## src/rtl/instruction_fetch_if.sv

```systemverilog
// Fetch-stage handshake bundle: instruction memory request/grant/response,
// execute redirect, and the valid/ready instruction stream to the decoder.
//   master : the fetch unit (drives imemReq/imemAddr, instr*, fetchError)
//   slave  : the surroundings (memory, execute, decoder)
`ifndef DATA_WIDTH
`define DATA_WIDTH 32
`endif
`ifndef INSTRUCTION_WIDTH
`define INSTRUCTION_WIDTH 32
`endif

interface instruction_fetch_if;
  logic                          imemReq;
  logic [`DATA_WIDTH-1:0]        imemAddr;
  logic                          imemGnt;
  logic                          imemRespValid;
  logic [`INSTRUCTION_WIDTH-1:0] imemRdata;
  logic                          redirectValid;
  logic [`DATA_WIDTH-1:0]        redirectTarget;
  logic                          instrValid;
  logic                          instrReady;
  logic [`INSTRUCTION_WIDTH-1:0] instrOut;
  logic [`DATA_WIDTH-1:0]        pcOut;
  logic                          fetchError;

  modport master (
    output imemReq, imemAddr, instrValid, instrOut, pcOut, fetchError,
    input  imemGnt, imemRespValid, imemRdata, redirectValid, redirectTarget, instrReady
  );

  modport slave (
    input  imemReq, imemAddr, instrValid, instrOut, pcOut, fetchError,
    output imemGnt, imemRespValid, imemRdata, redirectValid, redirectTarget, instrReady
  );
endinterface

```

## src/rtl/instruction_fetch.sv

```systemverilog
// Instruction fetch stage: owns the PC, issues one word fetch at a time to
// instruction memory, buffers responses with their PCs in a 2-entry FIFO and
// hands them to the decoder. Redirects from execute reload the PC, flush the
// FIFO and discard any in-flight response.
// Ports:
//   clk      - rising-edge clock
//   reset_n  - synchronous active-low reset
//   bus      - instruction_fetch_if.master (memory, redirect, decoder side)
// Optional feature macro FETCH_ALIGN_CHECK_EN: a misaligned redirect target
// raises a sticky fetchError and halts fetching; when undefined the target's
// low two bits are cleared and fetchError is tied low.
`ifndef DATA_WIDTH
`define DATA_WIDTH 32
`endif
`ifndef INSTRUCTION_WIDTH
`define INSTRUCTION_WIDTH 32
`endif

module instruction_fetch #(
  parameter logic [`DATA_WIDTH-1:0] RESET_VECTOR = 32'h0000_0000,
  parameter int unsigned            FIFO_DEPTH   = 2
) (
  input  logic                clk,
  input  logic                reset_n,
  instruction_fetch_if.master bus
);
  localparam int unsigned DW = `DATA_WIDTH;
  localparam int unsigned IW = `INSTRUCTION_WIDTH;
  localparam int unsigned CW = 2;

  // FETCH: idle, WAIT: response pending, DRAIN: pending response is stale.
  // The halted condition is carried by fetch_error on top of these.
  typedef enum logic [1:0] {S_FETCH, S_WAIT, S_DRAIN} state_t;

  typedef struct packed {
    logic [IW-1:0] instr;
    logic [DW-1:0] pc;
  } entry_t;

  state_t        state;
  logic [DW-1:0] pc;
  logic [DW-1:0] req_pc;
  logic [CW-1:0] count;
  entry_t        head;
  entry_t        tail;
  logic          fetch_error;

  logic          outstanding;
  logic          grant;
  logic          pop;
  logic          push;
  logic [DW-1:0] target;
  entry_t        new_entry;

  // Redirect target handling and the sticky error flag
`ifdef FETCH_ALIGN_CHECK_EN
  assign target = bus.redirectTarget;

  always_ff @(posedge clk) begin
    if (!reset_n) begin
      fetch_error <= 1'b0;
    end else if (bus.redirectValid && (bus.redirectTarget[1:0] != 2'b00)) begin
      fetch_error <= 1'b1;
    end
  end
`else
  assign target      = bus.redirectTarget & ~DW'(3);
  assign fetch_error = 1'b0;
`endif

  assign outstanding = (state != S_FETCH);
  assign grant       = bus.imemReq && bus.imemGnt;
  assign pop         = bus.instrValid && bus.instrReady;
  // Only a live (non-drained) response outside a redirect cycle is kept
  assign push        = (state == S_WAIT) && bus.imemRespValid && !bus.redirectValid;
  assign new_entry   = '{instr: bus.imemRdata, pc: req_pc};

  // Request is combinational so a grant can land the cycle the FIFO frees up
  assign bus.imemReq    = reset_n && !outstanding && (count < CW'(FIFO_DEPTH))
                          && !bus.redirectValid && !fetch_error;
  assign bus.imemAddr   = pc;
  assign bus.instrValid = (count != '0);
  assign bus.instrOut   = head.instr;
  assign bus.pcOut      = head.pc;
  assign bus.fetchError = fetch_error;

  // Control state, PC and output FIFO
  always_ff @(posedge clk) begin
    if (!reset_n) begin
      state  <= S_FETCH;
      pc     <= RESET_VECTOR;
      req_pc <= '0;
      count  <= '0;
      head   <= '0;
      tail   <= '0;
    end else begin
      if (bus.redirectValid) begin
        pc <= target;
        // A response that never arrives in this cycle must be dropped later
        state <= (outstanding && !bus.imemRespValid) ? S_DRAIN : S_FETCH;
      end else begin
        unique case (state)
          S_FETCH: begin
            if (grant) begin
              state  <= S_WAIT;
              req_pc <= pc;
              pc     <= pc + DW'(4);
            end
          end
          S_WAIT, S_DRAIN: begin
            if (bus.imemRespValid) state <= S_FETCH;
          end
          default: state <= S_FETCH;
        endcase
      end

      // Head is entry 0; a push at count 2 cannot occur
      if (bus.redirectValid) begin
        count <= '0;
      end else if (push && pop) begin
        if (count == CW'(1)) begin
          head <= new_entry;
        end else begin
          head <= tail;
          tail <= new_entry;
        end
      end else if (pop) begin
        head  <= tail;
        count <= count - CW'(1);
      end else if (push) begin
        if (count == '0) head <= new_entry;
        else             tail <= new_entry;
        count <= count + CW'(1);
      end
    end
  end
endmodule
```

## src/flat_wrapper.sv

```systemverilog
// flat-port wrapper written by rule: the top's interface ports become plain ports
module instruction_fetch_flat 
#(
  parameter logic [`DATA_WIDTH-1:0] RESET_VECTOR = 32'h0000_0000,
  parameter int unsigned            FIFO_DEPTH   = 2
)
  (clk, reset_n, bus_imemReq, bus_imemAddr, bus_instrValid, bus_instrOut, bus_pcOut, bus_fetchError, bus_imemGnt, bus_imemRespValid, bus_imemRdata, bus_redirectValid, bus_redirectTarget, bus_instrReady);
  instruction_fetch_if bus_i ();
  input  logic clk;
  input  logic reset_n;
  output wire logic [$bits(bus_i.imemReq)-1:0] bus_imemReq;
  output wire logic [$bits(bus_i.imemAddr)-1:0] bus_imemAddr;
  output wire logic [$bits(bus_i.instrValid)-1:0] bus_instrValid;
  output wire logic [$bits(bus_i.instrOut)-1:0] bus_instrOut;
  output wire logic [$bits(bus_i.pcOut)-1:0] bus_pcOut;
  output wire logic [$bits(bus_i.fetchError)-1:0] bus_fetchError;
  input wire logic [$bits(bus_i.imemGnt)-1:0] bus_imemGnt;
  input wire logic [$bits(bus_i.imemRespValid)-1:0] bus_imemRespValid;
  input wire logic [$bits(bus_i.imemRdata)-1:0] bus_imemRdata;
  input wire logic [$bits(bus_i.redirectValid)-1:0] bus_redirectValid;
  input wire logic [$bits(bus_i.redirectTarget)-1:0] bus_redirectTarget;
  input wire logic [$bits(bus_i.instrReady)-1:0] bus_instrReady;
  assign bus_imemReq = bus_i.imemReq;
  assign bus_imemAddr = bus_i.imemAddr;
  assign bus_instrValid = bus_i.instrValid;
  assign bus_instrOut = bus_i.instrOut;
  assign bus_pcOut = bus_i.pcOut;
  assign bus_fetchError = bus_i.fetchError;
  assign bus_i.imemGnt = bus_imemGnt;
  assign bus_i.imemRespValid = bus_imemRespValid;
  assign bus_i.imemRdata = bus_imemRdata;
  assign bus_i.redirectValid = bus_redirectValid;
  assign bus_i.redirectTarget = bus_redirectTarget;
  assign bus_i.instrReady = bus_instrReady;
  instruction_fetch #(.RESET_VECTOR(RESET_VECTOR), .FIFO_DEPTH(FIFO_DEPTH)) u_core (.clk(clk), .reset_n(reset_n), .bus(bus_i));
endmodule
```

## config.mk

```make
export PLATFORM = sky130hd
export DESIGN_NAME = instruction_fetch_flat
export DESIGN_NICKNAME = d
export VERILOG_FILES = /design/src/rtl/instruction_fetch_if.sv /design/src/rtl/instruction_fetch.sv /design/src/flat_wrapper.sv
export SDC_FILE = /design/constraint.sdc
export NUM_CORES = 1
export LEC_CHECK = 0
export ABC_AREA = 1
export BUFFER_PORTS_ARGS = -buffer_cell sky130_fd_sc_hd__buf_2
export CORE_MARGIN = 2
export CORE_UTILIZATION = 59
export DETAILED_ROUTE_END_ITERATION = 7
export PLACE_DENSITY = 0.85
export SETUP_SLACK_MARGIN = 0.15
export SLEW_MARGIN = 5
export SYNTH_ARGS = -nofsm -noshare
export SYNTH_HDL_FRONTEND = slang
export SYNTH_SLANG_ARGS = --single-unit
```

## constraint.sdc

```tcl
create_clock -name clk -period 4.2 [get_ports clk]
set_input_delay 0 -clock clk [delete_from_list [all_inputs] [get_ports clk]]
set_output_delay 0 -clock clk [all_outputs]
set_load 0.005 [all_outputs]
```

# Word level (Yosys, flattened, before mapping)
# Index checks and enable logic that the tools add are counted.
# classes
n_reduce_logical	31
n_lt_le_gt_ge	1
eq_ne	8
n_addsub	3
muxes	20
bitwise	3
# op_table
op	n
64-bit two-way mux	10
32-bit two-way mux	3
32-bit by 3-bit adder with 32-bit output (second input constant)	1
2-bit two-way mux	6
2-bit nonzero test	6
1-bit logical AND	9
2-bit AND reduction	4
3-bit AND reduction	2
3-bit nonzero test	2
5-bit AND reduction	1
2-bit by 1-bit == test with 1-bit output (second input constant)	2
2-bit logical NOT	2
2-bit inequality test (second input constant)	2
2-bit one-hot mux with 2 select lines	1
2-bit OR reduction	2
1-bit logical NOT	3
3-bit by 2-bit inequality test with 1-bit output (second input constant)	1
3-bit inequality test (second input constant)	1
1-bit inverter	3
2-bit by 1-bit adder with 2-bit output (second input constant)	1
2-bit == test (second input constant)	1
2-bit less-than comparator (second input constant)	1
2-bit by 1-bit inequality test with 1-bit output (second input constant)	1
2-bit by 1-bit subtractor with 2-bit output (second input constant)	1
# totals
ff_bits	196
word_cells	75
output_inout_bits	99
in_bits	70

# Longest topological paths before layout
# depth
word_depth	9
depth_mapped	13
mapped_depth_nobuf	12

# Least setup slack after synthesis
# No wires, ideal clock.
# synth_timing
path_kind	register to register
start	register u_core.count[0]
end	register u_core.tail[17] (netlist name)
stages_incl_launch_ff	13
synth_period_minus_slack_ns	1.878
setup_ns	0.119
t_arrival_ns	1.759
path_buffers	1
slack_ns	2.322
required_ns	4.081
path_cell_list	dfxtp_1 inv_1 ha_1 nor2_1 ha_1 nand2_1 nand2_1 inv_1 nand2_2 inv_2 buf_6 o21ai_0 a21oi_1
# synth_between
elab_chain_cells	5
elab_cells_between_ends	11
classes_between	4 x eq/ne; 1 x mux; 6 x reduce/logical
# synth_rtl
element	line_no	source
from (decl)	instruction_fetch.sv:43	logic [CW-1:0] count;
from (signal assigned)	instruction_fetch.sv:129	count <= count - CW'(1);
from (signal assigned)	instruction_fetch.sv:133	count <= count + CW'(1);
2-bit nonzero test	instruction_fetch.sv:82	assign bus.instrValid = (count != '0);
1-bit logical AND	instruction_fetch.sv:73	assign pop = bus.instrValid && bus.instrReady;
1-bit logical AND	instruction_fetch.sv:120	end else if (push && pop) begin
2-bit inequality test (no line) (tied with other cells)	n/a	
5-bit AND reduction (no line)	n/a	
to (signal assigned)	instruction_fetch.sv:125	tail <= new_entry;
to (signal assigned)	instruction_fetch.sv:132	else tail <= new_entry;
to (decl)	instruction_fetch.sv:45	entry_t tail;
# Several ways; a longest one is shown, not always the timed one.
# A chain may end at the register's enable or synchronous reset.

# Worst setup path in the final report
# layout_timing
start	register u_core.count[1]
end	register u_core.tail[43] (netlist name)
# Same word-level chain as after synthesis.

==> impl_metrics.toml <==
[clock_network]
numCtsBuffers = 17
post_cts_resized = 0
htreeDepth = 4
worstSkewPairLatency_ns = 0.43
clkSlewWorstSetupHoldPaths_ns = 0.07
clkSinkCount = 188
clockBufferDepth = 2
ctsRootBufferMaster = "clkbuf_16"
cts_tree = "done"

[synthesis]
seq_area_frac_synth_pct = 44.4
synth_edf_count = 0
synth_flop_cell = "dfxtp_1"
synth_area_um2 = 8480
ys_async_sr_fraction_pct = 0
synth-seq-cells = 188
yosysWarnings = 0
yosys.cell_types.count = 35
synthCells = 1221
syn_area_per_cell_um2 = 6.95

[detailed_routing]
vias = 8635
drt_iter0_drc = 748
drc_errors = 0
firstDrtPassIters = 5
ant_nets = 0
routed_via_density = 5.43
wl_per_cell_um = 14.5
totalWireLength_um = 23100

[global_route]
grt-ovfl-total = 0
antenna_found_initial = 0
grt_pass1_wl_um = 36900
grt_max_degree = 109
grt_use_total_pct = 30.2
grt_pass1_vias = 7808

[power_and_ir_drop]
power_mw = 3.88
powerDensity_nw_per_um2 = 372
leakagePower_nw = 4.80
peakVddDrop_mv = 0.261

[floorplan]
core_area_um2 = 14000
die-area_um2 = 15400
initial_core_util_pct = 60.6
num_rows = 43
fp.dieW_um = 124
die_h_um = 124
ios = 169

[worst_setup_path]
critPathCaptureType = "flip-flop"
r2r_slack_ns = 1.40
crit_path_start_kind = "flip-flop"
worst-setup-path-type = "flip-flop to flip-flop"
required_ns = 4.56
critPathMaxFanout = 48
cp.arrival_ns = 3.15

[timing]
slew_headroom_pct = 21.9
min_period_over_period_pct = 66.6
rsz0062_at_grt = "false"
finClkSkew_ns = 0.00567
setup_viol = 0
fmax_mhz = 358
period_needed_ns = 2.80
setup-tns-final_ns = 0
report.final.slew_viol_count = 0
worstMarginPinSlew_ns = 1.17
whs_ns = 0.0741
hold_viol = 0

[job]
drv_cap = 0

[final_layout]
drive_gt1_share_pct = 15.4
antenna_cells = 0
fin_nets = 1476
final_common_cell = "nand2_1"
stdcell_count = 1591
synthToLayoutAreaGrowth_pct = 22.9
mostFrequentLayoutCells = "225 x nand2_1, 188 x dfxtp_1, 161 x nor2_1, 161 x buf_2, 135 x inv_1"
fin_util_pct = 74.5

[place]
place_hpwl_um = 13500
io_buffers = 161
placed_cells = 1496
gp_congestion = 0.914

[hold_path]
worstHoldPathType = "input pin to flip-flop"

[run_status]
outcome = "completed"
-- per-stage QoR --
stage	setup WS (ns)	cell area (µm²)
final	1.40	10400
after global routing	1.20	10400
after CTS	1.39	10400
after detailed placement	1.42	9170
after global placement	1.52	9170
after floorplan	2.32	8500
-- path summary, 6_finish.rpt --
| path | startpoint | to | cells past startpoint |
|---|---|---|---|
| worst max register to register | u_core.count[1] | u_core.tail[43] | 11 |
| worst min-delay path | bus_instrReady | u_core.count[1] | 4 |
| worst min register to register | u_core.bus.pcOut[18] | u_core.bus.pcOut[18] | 2 |
| worst max-delay path | u_core.count[1] | u_core.tail[43] | 11 |
-- cell usage after synthesis, types with 2 or more instances --
master	instances	share of area, %
inv_2	6	0.27
buf_6	2	0.27
nor2_2	4	0.29
ha_1	7	1.0
buf_1	2	0.089
a22oi_1	2	0.18
buf_4	20	1.8
o21ai_2	2	0.21
clkbuf_1	25	1.1
a31oi_1	3	0.22
nor3_1	3	0.18
nand3_1	48	2.8
nand2_1	225	10
nand4_1	9	0.66
nand3_2	2	0.24
a21oi_1	113	6.7
inv_4	2	0.15
xnor2_1	2	0.21
nand2_2	2	0.15
o21ai_1	109	6.4
dfxtp_1	188	44
o211ai_1	9	0.80
o21ai_0	90	5.3
xor2_1	4	0.41
buf_2	26	1.5
clkinv_1	5	0.22
clkbuf_2	2	0.12
a211oi_1	8	0.71
inv_1	135	6.0
nor2_1	161	7.1
-- power by group --
part	internal [mW]	leakage (nW)	switching [mW]
sequential	1.82	1.52	0.0410
clock	0.993	0.283	0.679
combinational	0.144	2.99	0.199
-- cells by family (layout without fill, tap and decap cells) --
family	Yosys count	count (layout)	synth area share, %
AO/OA/AOI/OAI	338	338	20.8
XOR/XNOR	6	6	0.620
adder cells (fa/ha/maj)	7	7	1.03
buffers and inverters	225	411	11.5
flip-flops	188	188	44.4
other	1	5	0.0442
AND/OR/NAND/NOR	456	456	21.6
-- state kept, by name (all words and copies together), names as in the netlist --
register	flops
u_core.tail	62
u_core.bus.instrOut	32
u_core.count	2
u_core.state	2
u_core.req_pc	30
u_core.bus.imemAddr	30
u_core.bus.pcOut	30
-- cell type report --
| type | count | area (µm²) |
|---|---|---|
| fillers | 1072 | 3570 |
| clock inverters | 11 | 169 |
| clock buffers | 20 | 437 |
| inverters | 148 | 561 |
| flip-flops and latches | 188 | 3760 |
| repair buffers | 232 | 1500 |
| multi-input cells | 812 | 3770 |
| well taps | 180 | 225 |
-- critical path: stages (launching register included) --
cell and delay, ns:
dfxtp_1 0.36, inv_1 0.09, ha_1 0.25, nor2_1 0.30, ha_1 0.30, inv_1 0.07, o21ai_2 0.06, nand2_2 0.07
inv_2 0.60, buf_4 0.41, nor2_1 0.08, nor2_1 0.12
-- per-layer routing --
metal / up-vias / wire [µm] / GRT usage (%)
li1: 4278 / - / -
met1: 3925 / 9720 / 38.3
met2: 365 / 10800 / 49.8
met3: 67 / 1780 / 5.82
met4: 0 / 845 / 14.2
met5: - / 0 / 0
-- timing repair --
action,4_1_cts,5_1_grt
buffers inserted,0,0
hold endpoints to repair,97,0
hold buffers,64,0
(Power assumes the default switching activity.)
